==> config.mk <==
export PLATFORM = sky130hd
export DESIGN_NAME = multicycle_controller
export DESIGN_NICKNAME = d
export VERILOG_FILES = /design/src/rtl/multicycle_controller.sv
export SDC_FILE = /design/constraint.sdc
export NUM_CORES = 1
export LEC_CHECK = 0
export CORE_ASPECT_RATIO = 0.8
export CORE_UTILIZATION = 51
export DETAILED_ROUTE_END_ITERATION = 7
export PLACE_DENSITY = 0.91
export SLEW_MARGIN = 20
export SYNTH_ARGS = -nofsm -noshare
export SYNTH_HDL_FRONTEND = slang
export SYNTH_SLANG_ARGS = --single-unit
export TNS_END_PERCENT = 30
==> constraint.sdc <==
create_clock -name clk -period 3 [get_ports clk]
set_input_delay 0.9 -clock clk [delete_from_list [all_inputs] [get_ports clk]]
set_output_delay 0.9 -clock clk [all_outputs]
set_load 0.02 [all_outputs]
==> src/rtl/multicycle_controller.sv <==
// ---------------------------------------------------------------------------
// multicycle_controller
//
// Multi-cycle RV32I control unit. A Moore FSM steps each instruction through
// fetch, decode, execute, memory and writeback, sharing one ALU and one memory
// port. Datapath muxes, register file, PC and IR are external and are steered
// by the outputs below. A memory request/ready handshake is guarded by a
// timeout counter; expiry parks the FSM in FAULT until reset.
//
// Parameters
//   ALUCTRL_W    width of alu_control (default 4)
//   MEM_TIMEOUT  cycles of mem_ready=0 tolerated in one request, 1..255
//
// Optional feature macro
//   ILLEGAL_TRAP_EN  when defined, an unrecognised opcode in DECODE enters
//                    FAULT; otherwise it is treated as a NOP (back to FETCH).
//
// Ports
//   clk, rst                  rising-edge clock, async active-high reset
//   opcode/funct3/funct7_5    instruction fields from the external IR
//   zero/less/u_less          ALU flags used by BRANCH
//   mem_ready                 memory completes current request this cycle
//   mem_req/mem_we/adr_src    memory port control
//   ir_write/pc_write/reg_we  architectural state write enables
//   alu_src_a/alu_src_b       ALU operand selects
//   result_src                result bus select
//   alu_control               ALU operation
//   extend_sel                immediate format
//   busy/fault                status
//
// All outputs except ir_write and pc_write are registered: they are decoded
// from the next state and captured together with it, so they always match
// the current state. ir_write and pc_write also depend on mem_ready and the
// branch flags in the same cycle.
// ---------------------------------------------------------------------------
module multicycle_controller #(
    parameter int ALUCTRL_W   = 4,
    parameter int MEM_TIMEOUT = 16
) (
    input  logic                 clk,
    input  logic                 rst,
    input  logic [6:0]           opcode,
    input  logic [2:0]           funct3,
    input  logic                 funct7_5,
    input  logic                 zero,
    input  logic                 less,
    input  logic                 u_less,
    input  logic                 mem_ready,
    output logic                 mem_req,
    output logic                 mem_we,
    output logic                 adr_src,
    output logic                 ir_write,
    output logic                 pc_write,
    output logic                 reg_we,
    output logic [1:0]           alu_src_a,
    output logic [1:0]           alu_src_b,
    output logic [1:0]           result_src,
    output logic [ALUCTRL_W-1:0] alu_control,
    output logic [2:0]           extend_sel,
    output logic                 busy,
    output logic                 fault
);

    typedef enum logic [3:0] {
        S_IDLE, S_FETCH, S_DECODE, S_MEMADR, S_MEMREAD, S_MEMWB, S_MEMWRITE,
        S_EXECR, S_EXECI, S_ALUWB, S_BRANCH, S_JAL, S_JALR, S_LUI, S_AUIPC,
        S_FAULT
    } state_t;

    localparam logic [6:0] OP_LOAD  = 7'b0000011;
    localparam logic [6:0] OP_STORE = 7'b0100011;
    localparam logic [6:0] OP_R     = 7'b0110011;
    localparam logic [6:0] OP_I     = 7'b0010011;
    localparam logic [6:0] OP_B     = 7'b1100011;
    localparam logic [6:0] OP_JAL   = 7'b1101111;
    localparam logic [6:0] OP_JALR  = 7'b1100111;
    localparam logic [6:0] OP_LUI   = 7'b0110111;
    localparam logic [6:0] OP_AUIPC = 7'b0010111;

    localparam logic [3:0] ALU_ADD  = 4'b0000;
    localparam logic [3:0] ALU_SUB  = 4'b0001;
    localparam logic [3:0] ALU_AND  = 4'b0010;
    localparam logic [3:0] ALU_OR   = 4'b0011;
    localparam logic [3:0] ALU_XOR  = 4'b0100;
    localparam logic [3:0] ALU_SLL  = 4'b0101;
    localparam logic [3:0] ALU_SRL  = 4'b0110;
    localparam logic [3:0] ALU_SRA  = 4'b0111;
    localparam logic [3:0] ALU_SLT  = 4'b1000;
    localparam logic [3:0] ALU_SLTU = 4'b1001;

    localparam logic [2:0] EXT_I = 3'b000;
    localparam logic [2:0] EXT_S = 3'b001;
    localparam logic [2:0] EXT_B = 3'b010;
    localparam logic [2:0] EXT_U = 3'b011;
    localparam logic [2:0] EXT_J = 3'b100;

    localparam logic [7:0] TIMEOUT_C = 8'(MEM_TIMEOUT);

    // ALU operation for R/I arithmetic; only R-type honours funct7_5 for sub.
    function automatic logic [3:0] alu_op_decode(input logic [2:0] f3,
                                                 input logic       f7_5,
                                                 input logic       is_rtype);
        logic [3:0] op;
        case (f3)
            3'b000:  op = (is_rtype && f7_5) ? ALU_SUB : ALU_ADD;
            3'b001:  op = ALU_SLL;
            3'b010:  op = ALU_SLT;
            3'b011:  op = ALU_SLTU;
            3'b100:  op = ALU_XOR;
            3'b101:  op = f7_5 ? ALU_SRA : ALU_SRL;
            3'b110:  op = ALU_OR;
            3'b111:  op = ALU_AND;
            default: op = ALU_ADD;
        endcase
        return op;
    endfunction

    // Branch condition from funct3 and the ALU flags of rs1 - rs2.
    function automatic logic branch_taken(input logic [2:0] f3,
                                          input logic       z,
                                          input logic       lt,
                                          input logic       ult);
        logic t;
        case (f3)
            3'b000:  t = z;
            3'b001:  t = ~z;
            3'b100:  t = lt;
            3'b101:  t = ~lt;
            3'b110:  t = ult;
            3'b111:  t = ~ult;
            default: t = 1'b0;
        endcase
        return t;
    endfunction

    state_t                state_q, state_d;
    logic [7:0]            cnt_q, cnt_d;
    logic                  in_mem_s, timeout_s;

    logic                  mem_req_q, mem_req_d;
    logic                  mem_we_q, mem_we_d;
    logic                  adr_src_q, adr_src_d;
    logic                  reg_we_q, reg_we_d;
    logic [1:0]            alu_src_a_q, alu_src_a_d;
    logic [1:0]            alu_src_b_q, alu_src_b_d;
    logic [1:0]            result_src_q, result_src_d;
    logic [ALUCTRL_W-1:0]  alu_control_q, alu_control_d;
    logic [2:0]            extend_sel_q, extend_sel_d;
    logic                  busy_q, busy_d;
    logic                  fault_q, fault_d;

    // Timeout counter and next-state logic.
    always_comb begin
        state_d   = state_q;
        cnt_d     = 8'd0;
        timeout_s = 1'b0;
        in_mem_s  = (state_q == S_FETCH) || (state_q == S_MEMREAD) ||
                    (state_q == S_MEMWRITE);

        // Counter only runs while a request is outstanding; leaving a request
        // state (or completing) clears it, so each request starts from zero.
        if (in_mem_s && !mem_ready) begin
            if ((cnt_q + 8'd1) == TIMEOUT_C) begin
                timeout_s = 1'b1;
                cnt_d     = 8'd0;
            end else begin
                timeout_s = 1'b0;
                cnt_d     = cnt_q + 8'd1;
            end
        end else begin
            timeout_s = 1'b0;
            cnt_d     = 8'd0;
        end

        case (state_q)
            S_IDLE:   state_d = S_FETCH;
            S_FETCH: begin
                if (mem_ready) begin
                    state_d = S_DECODE;
                end else if (timeout_s) begin
                    state_d = S_FAULT;
                end else begin
                    state_d = S_FETCH;
                end
            end
            S_DECODE: begin
                case (opcode)
                    OP_LOAD, OP_STORE: state_d = S_MEMADR;
                    OP_R:              state_d = S_EXECR;
                    OP_I:              state_d = S_EXECI;
                    OP_B:              state_d = S_BRANCH;
                    OP_JAL:            state_d = S_JAL;
                    OP_JALR:           state_d = S_JALR;
                    OP_LUI:            state_d = S_LUI;
                    OP_AUIPC:          state_d = S_AUIPC;
`ifdef ILLEGAL_TRAP_EN
                    default:           state_d = S_FAULT;
`else
                    default:           state_d = S_FETCH;
`endif
                endcase
            end
            // opcode bit 5 separates store (0100011) from load (0000011).
            S_MEMADR: state_d = opcode[5] ? S_MEMWRITE : S_MEMREAD;
            S_MEMREAD: begin
                if (mem_ready) begin
                    state_d = S_MEMWB;
                end else if (timeout_s) begin
                    state_d = S_FAULT;
                end else begin
                    state_d = S_MEMREAD;
                end
            end
            S_MEMWB:  state_d = S_FETCH;
            S_MEMWRITE: begin
                if (mem_ready) begin
                    state_d = S_FETCH;
                end else if (timeout_s) begin
                    state_d = S_FAULT;
                end else begin
                    state_d = S_MEMWRITE;
                end
            end
            S_EXECR, S_EXECI, S_JAL, S_JALR, S_LUI, S_AUIPC: state_d = S_ALUWB;
            S_ALUWB:  state_d = S_FETCH;
            S_BRANCH: state_d = S_FETCH;
            S_FAULT:  state_d = S_FAULT;
            default:  state_d = S_IDLE;
        endcase
    end

    // Moore output decode of the next state, captured alongside it.
    always_comb begin
        mem_req_d     = 1'b0;
        mem_we_d      = 1'b0;
        adr_src_d     = 1'b0;
        reg_we_d      = 1'b0;
        alu_src_a_d   = 2'b00;
        alu_src_b_d   = 2'b00;
        result_src_d  = 2'b00;
        alu_control_d = ALUCTRL_W'(ALU_ADD);
        extend_sel_d  = EXT_I;
        busy_d        = 1'b1;
        fault_d       = 1'b0;
        case (state_d)
            S_FETCH: begin
                mem_req_d    = 1'b1;
                alu_src_b_d  = 2'b10;
                result_src_d = 2'b10;
            end
            // Speculatively form the branch target into ALUOut.
            S_DECODE: begin
                alu_src_a_d  = 2'b01;
                alu_src_b_d  = 2'b01;
                extend_sel_d = EXT_B;
            end
            S_MEMADR: begin
                alu_src_a_d  = 2'b10;
                alu_src_b_d  = 2'b01;
                extend_sel_d = opcode[5] ? EXT_S : EXT_I;
            end
            S_MEMREAD: begin
                mem_req_d = 1'b1;
                adr_src_d = 1'b1;
            end
            S_MEMWB: begin
                result_src_d = 2'b01;
                reg_we_d     = 1'b1;
            end
            S_MEMWRITE: begin
                mem_req_d = 1'b1;
                mem_we_d  = 1'b1;
                adr_src_d = 1'b1;
            end
            S_EXECR: begin
                alu_src_a_d   = 2'b10;
                alu_control_d = ALUCTRL_W'(alu_op_decode(funct3, funct7_5, 1'b1));
            end
            S_EXECI: begin
                alu_src_a_d   = 2'b10;
                alu_src_b_d   = 2'b01;
                alu_control_d = ALUCTRL_W'(alu_op_decode(funct3, funct7_5, 1'b0));
            end
            S_ALUWB: begin
                reg_we_d = 1'b1;
            end
            S_BRANCH: begin
                alu_src_a_d   = 2'b10;
                alu_control_d = ALUCTRL_W'(ALU_SUB);
            end
            // PC takes the jump target from ALUOut while the ALU forms
            // old PC + 4 for the link register.
            S_JAL: begin
                alu_src_a_d  = 2'b01;
                alu_src_b_d  = 2'b10;
                extend_sel_d = EXT_J;
            end
            // rs1 + imm goes straight to the PC; the datapath clears bit 0.
            S_JALR: begin
                alu_src_a_d  = 2'b10;
                alu_src_b_d  = 2'b01;
                result_src_d = 2'b10;
            end
            S_LUI: begin
                alu_src_a_d  = 2'b10;
                alu_src_b_d  = 2'b01;
                extend_sel_d = EXT_U;
            end
            S_AUIPC: begin
                alu_src_a_d  = 2'b01;
                alu_src_b_d  = 2'b01;
                extend_sel_d = EXT_U;
            end
            S_FAULT: begin
                busy_d  = 1'b0;
                fault_d = 1'b1;
            end
            default: begin
                busy_d = 1'b0;
            end
        endcase
    end

    // Write enables that must react to mem_ready / flags in the same cycle.
    always_comb begin
        if (state_q == S_FETCH) begin
            ir_write = mem_ready;
        end else begin
            ir_write = 1'b0;
        end
        case (state_q)
            S_FETCH:       pc_write = mem_ready;
            S_BRANCH:      pc_write = branch_taken(funct3, zero, less, u_less);
            S_JAL, S_JALR: pc_write = 1'b1;
            default:       pc_write = 1'b0;
        endcase
    end

    // State, timeout counter and registered outputs.
    always_ff @(posedge clk or posedge rst) begin
        if (rst) begin
            state_q       <= S_IDLE;
            cnt_q         <= 8'd0;
            mem_req_q     <= 1'b0;
            mem_we_q      <= 1'b0;
            adr_src_q     <= 1'b0;
            reg_we_q      <= 1'b0;
            alu_src_a_q   <= 2'b00;
            alu_src_b_q   <= 2'b00;
            result_src_q  <= 2'b00;
            alu_control_q <= '0;
            extend_sel_q  <= 3'b000;
            busy_q        <= 1'b0;
            fault_q       <= 1'b0;
        end else begin
            state_q       <= state_d;
            cnt_q         <= cnt_d;
            mem_req_q     <= mem_req_d;
            mem_we_q      <= mem_we_d;
            adr_src_q     <= adr_src_d;
            reg_we_q      <= reg_we_d;
            alu_src_a_q   <= alu_src_a_d;
            alu_src_b_q   <= alu_src_b_d;
            result_src_q  <= result_src_d;
            alu_control_q <= alu_control_d;
            extend_sel_q  <= extend_sel_d;
            busy_q        <= busy_d;
            fault_q       <= fault_d;
        end
    end

    assign mem_req     = mem_req_q;
    assign mem_we      = mem_we_q;
    assign adr_src     = adr_src_q;
    assign reg_we      = reg_we_q;
    assign alu_src_a   = alu_src_a_q;
    assign alu_src_b   = alu_src_b_q;
    assign result_src  = result_src_q;
    assign alu_control = alu_control_q;
    assign extend_sel  = extend_sel_q;
    assign busy        = busy_q;
    assign fault       = fault_q;

endmodule

==> run metrics, run 1 <==
status finished clean; main flop type after synthesis dfrtp_1; Leak 1.244 nW; Worst Setup Path Type in -> reg; crit end category register; area leader, netlist dfrtp_1; die area 3758 um2; number of synthesized flops with an enable pin 0; main combinational cell family by area after synthesis simple AND/OR/NAND/NOR gates; fillers 201; NumNets Final 294; Avg Inst Size Synth 9.290 um2; Tmin final 2.943 ns; CP dominant cell by count a211oi_2; P per Cell Area 900.7 nW/um2; die width 68.29 um; Slew HR 0.7272; asr flop ratio synth 1.000; Hold Path Class reg -> reg; GRT Util Overall 0.2826; count leader, synth dfrtp_1; Crit path depth 9; TritonRoute pass-1 iters 4; final clock skew 0.004275 ns; simple-gate share of the synthesized area 0.2505; Sw Share 0.4070; total wire length 4626 um; CTS tree done; Worst Path Required 3.20 ns; routed via count 1794; setup violators final 0; Final WS setup 0.05689 ns; adder-cell share of the synthesized area 0.01256; vias in the first global route 1704; DR vias/cell 5.659; Post-Syn Nets 211; CP max-delay cell or4_4; Worst Hold Margin 0.4869 ns; drt drc 0; ANT nets after route 0; hold path cells 1; max cap viols 0; Ports 38; CP arrival 3.14 ns; Placement Setup Slack -0.7557 ns; H-Tree Depth 2; max incr delay on CP 0.59 ns; Synth Area in XOR/XNOR 0.04396; Clock power frac 0.131; Sw Pwr 0.9744 mW; Mapped Cells 193; WL/cell 14.59 um; Startpoint Class input pin; WP buf/inv 2; first-pass GRT wire length 7576 um; CP top delay family simple AND/OR/NAND/NOR gates; largest net degree at the start of global routing 32; Initial Utilization 0.5567; CTS Hold Bufs 0; CTS sink cnt 31; number of antenna violations at the first check in global routing 0; Reg2Reg Depth 8; main area contributors after synthesis dfrtp_1 (43%), nor2_1 (4.0%), nand2_1 (3.6%); Slew @ Worst Pin 0.4035 ns; # port buffers 37; top cells by count, synth dfrtp_1 (31), nor2_1 (19), nand2_1 (17); grt ovf 0; Int Pwr 1.419 mW; Reg power frac 0.244; mux share of post-synthesis cell area 0.01117; CP max FO 6; fin crit share 0.9810; CTS buffer count 5; Root Buffer clkbuf_8; FP Rows 18; Cell variety after synth 58; Slew Limit Fails 0; Netlist Area Pre-Place 1793 um2; Synth Register Bits 31; antenna cell count 0; die height 55.04 um; Max Root-Sink Buffers 2; GPL Wtd Cong 0.9733; insertion delay to the later sink of the worst-skew pair 0.28 ns; P&R area growth vs syn 48.22%; critical path, cell by cell clkdlybuf4s50_1 -> buf_6 -> and3b_2 -> a211oi_2 -> o311a_4 -> or4_4 -> nor2_4 -> o21ai_4 -> a211oi_2; share of cells above drive strength 1 0.2816; Compound-Gate Fraction of Synth Area 0.1940; Core Region 3221 um2; maximum clock frequency 339.8 MHz; warnings from Yosys 0; DRT iter0 DRCs 148; Reg clk slew, reported paths 0.06 ns; Seq/Total Area, Yosys 0.4327; DP HPWL 3417 um; final hold vios 0; area share of the largest cell type after synthesis 0.4327; Comb pwr share 0.625; VDD IR max 0.5486 mV
-- repair_timing --
| item | CTS | global route |
|---|---|---|
| buffers inserted | 0 | 1 |
| gates resized for setup | 13 | 18 |
| pin swaps | 1 | 12 |
| setup endpoints to repair | 10 | 16 |
-- registers in the layout (all words and copies together), names as in the netlist --
| register | cells |
|---|---|
| state_q | 4 |
| cnt_q | 8 |
| alu_control | 4 |
| alu_src_b | 2 |
| reg_we | 1 |
| fault | 1 |
| alu_src_a | 2 |
| busy | 1 |
| result_src | 2 |
| mem_req | 1 |
| extend_sel | 3 |
| mem_we | 1 |
| adr_src | 1 |
-- per-stage QoR --
stage / power (mW) / std cells / setup TNS, ns / utilization / instance area [um2]
final: 2.394 / 317 / 0 / 0.8252 / 2658
after CTS: 2.342 / 316 / -0.1905 / 0.7964 / 2565
after floorplan: 1.366 / 193 / 0 / - / 1793
after detailed placement: 2.017 / 308 / -5.726 / 0.7720 / 2486
after global routing: 2.563 / 317 / -0.001461 / 0.8252 / 2658
after global placement: 1.968 / 308 / -4.166 / 0.7720 / 2486
-- cell type report --
class | instances | area [um2] | share of cell area
multi-input combinational | 145 | 987.2 | 0.3715
tap | 40 | 50.05 | 0.01883
clock buffer | 7 | 76.32 | 0.02872
clock inverter | 1 | 5.005 | 0.001883
timing repair buffer | 82 | 721.9 | 0.2717
inverter | 11 | 41.29 | 0.01554
sequential | 31 | 775.7 | 0.2919
-- path summary, 6_finish.rpt --
kind | startpoint | to | slack, ns
max | opcode[5] | alu_control[2] | 0.06
min | cnt_q[0] | cnt_q[0] | 0.49
min in group asynchronous | rst | mem_we | 1.00
max reg2reg | state_q[1] | alu_control[2] | 0.39
max in group asynchronous | rst | state_q[0] | 1.73
min reg2reg | cnt_q[0] | cnt_q[0] | 0.49
-- power by group through the flow --
stage / clock [mW] / sequential [mW] / combinational, mW
6_report: 0.313 / 0.585 / 1.50
5_1_grt: 0.333 / 0.600 / 1.63
4_1_cts: 0.317 / 0.581 / 1.44
3_3_place_gp: 0 / 0.583 / 1.39
2_1_floorplan: 0 / 0.676 / 0.690
3_5_place_dp: 0 / 0.587 / 1.43
-- metal layers --
layer | up-vias | track usage | wire, um
li1 | 863 | - | -
met1 | 852 | 0.3668 | 2055
met2 | 68 | 0.4788 | 2214
met3 | 11 | 0.06557 | 283
met4 | 0 | 0.06944 | 73
met5 | - | 0 | 0
-- cells in the final DEF, fill, tap and decap left out, drive strengths merged, types with 2 or more instances in the layout --
cell type	Yosys	routed
clkdlybuf4s50	0	27
xnor2	2	2
or3b	2	2
a21o	4	4
nor2b	4	4
dlymetal6s2s	0	6
o2111ai	2	2
nand2	17	17
o211ai	2	2
or4	2	2
buf	6	46
o31ai	2	2
clkbuf	0	7
mux2i	2	2
dfrtp	31	31
nor3	11	11
nand3	10	10
and3b	3	3
dlygate4sd2	0	2
clkinv	1	2
and3	3	3
a211oi	4	4
o21ai	11	11
xor2	7	7
nand3b	2	2
a21oi	9	9
inv	10	10
a31oi	2	2
nand2b	2	2
nor2	20	20
-- cells by family after synthesis --
family                     after synthesis
DFF                                     31
adders and majority gates                2
xor gates and xnor gates                 9
AOI/OAI and AO/OA                       49
muxes                                    2
buffers and inverters                   17
and+or+nand+nor                         83
(Power assumes the default switching activity.)
==> inputs of run 2 (changes only) <==
- HOLD_SLACK_MARGIN: unset -> 0.02
- PLACE_DENSITY: 0.91 -> 0.8
==> run metrics, run 2 (synthesized netlist as in run 1, its figures left out) <==
final hold vios 0; # port buffers 37; Worst Path Required 2.10 ns; fin crit share 0.9880; fin cells 312; Finished Core Util 0.8120; GPL Wtd Cong 0.9628; grt ovf 0; die area 3758 um2; ANT nets after route 0; routed via count 1904; commonest non-fill, non-tap cell in the layout buf_4; Ports 38; Placement Setup Slack -0.7000 ns; CTS tree done; most flop-heavy register cnt_q; NumNets Final 289; CTS sink cnt 31; VDD IR max 0.4280 mV; Slew HR 0.7274; TritonRoute pass-1 iters 4; DR vias/cell 6.103; P per Cell Area 944.7 nW/um2; drt drc 0; critical path, cell by cell clkdlybuf4s15_1 -> mux2i_1 -> xor2_1 -> o21ai_1 -> a31oi_1 -> o21ai_1 -> buf_4; max incr delay on CP 0.23 ns; GRT Util Overall 0.2915; die width 68.29 um; CP max FO 2; most frequent cells in the layout buf_4 (41), dfrtp_1 (31), clkdlybuf4s50_1 (29), nor2_1 (19), nand2_1 (17); Max Root-Sink Buffers 2; Final Power 2.470 mW; CP max-delay cell mux2i_1; CP arrival 2.06 ns; setup violators final 0; Hold Path Class reg -> reg; CTS buffer count 5; Worst Setup Path Type in -> out; Slew @ Worst Pin 0.4075 ns; largest net degree at the start of global routing 32; CP top delay family compound AO/OA/AOI/OAI gates; DRT iter0 DRCs 132; P&R area growth vs syn 45.85%; Initial Utilization 0.5567; FP Rows 18; Core Region 3221 um2; Root Buffer clkbuf_8; maximum clock frequency 337.4 MHz; first-pass GRT wire length 7700 um; setup TNS 0 ns; status finished clean; die height 55.04 um; crit end category output port; antenna cell count 0; Reg clk slew, reported paths 0.07 ns; Placed Cells 304; final clock skew 0.007577 ns; Startpoint Class input pin; WL/cell 16.95 um; Leak 1.208 nW; share of cells above drive strength 1 0.2794; DP HPWL 3691 um; number of antenna violations at the first check in global routing 0; H-Tree Depth 2; max reg flops 8; Slew Limit Fails 0; Final WS setup 0.03587 ns; max cap viols 0; CP dominant cell by count o21ai_1; vias in the first global route 1676; WP buf/inv 2; insertion delay to the later sink of the worst-skew pair 0.29 ns; total wire length 5288 um; Tmin final 2.964 ns
run 2: changes by cell type in the layout (fill, tap and decap cells not counted), moves of 2 or more:
cell,before,now
buf_4,45,41
clkbuf_1,2,0
dlymetal6s2s_1,6,3
clkdlybuf4s50_1,27,29
nand3_1,8,10
nand3_2,2,0
run 2: path summary, 6_finish.rpt:
check | cells after the start | endpoint | slack, ns | startpoint
setup / recovery | 7 | pc_write | 0.04 | funct3[2]
hold / removal | 1 | cnt_q[0] | 0.49 | cnt_q[0]
setup reg to reg | 8 | extend_sel[1] | 0.51 | state_q[1]
hold reg to reg | 1 | cnt_q[0] | 0.49 | cnt_q[0]
max in group asynchronous | 3 | adr_src | 1.72 | rst
min in group asynchronous | 3 | extend_sel[1] | 1.00 | rst
run 2: metal layers:
metal	global-route usage	routed length (um)	vias to the layer above
li1	-	-	851
met1	0.3624	2145	908
met2	0.4886	2591	131
met3	0.07377	437	14
met4	0.1146	114	0
met5	0	0	-
run 2: report_power, final:
part | leakage (nW) | internal (mW) | switching, mW | total (mW)
registers | 0.410 | 0.529 | 0.0500 | 0.579
clock network | 0.0612 | 0.268 | 0.158 | 0.427
logic | 0.737 | 0.666 | 0.799 | 1.46
run 2: through the flow:
step	hold slack [ns]	instance area, um2
5_1_grt	0.5269	2615
2_1_floorplan	0.4450	1793
6_report	0.4945	2615
4_1_cts	0.4820	2572
3_5_place_dp	0.4717	2456
3_3_place_gp	0.4643	2456
run 2: repair_timing:
action / in CTS / in global routing
hold buffers: 0 / 0
pin swaps: 4 / 6
resized for setup: 13 / 16
endpoints found under the setup margin: 2 / 14
buffers inserted: 0 / 0
run 2: final cells by class:
class | instances | area, um2
multi-input combinational | 145 | 962.2
sequential | 31 | 775.7
timing repair buffer | 77 | 668.1
fill | 195 | 605.6
clock buffer | 6 | 82.58
tap | 40 | 50.05
inverter | 11 | 41.29
clock inverter | 2 | 35.03
==> inputs of run 3 (changes only) <==
- CTS_CLUSTER_SIZE: unset -> 24
==> results of run 3 <==
Final layout, timing and power as in run 2 (identical DEF).
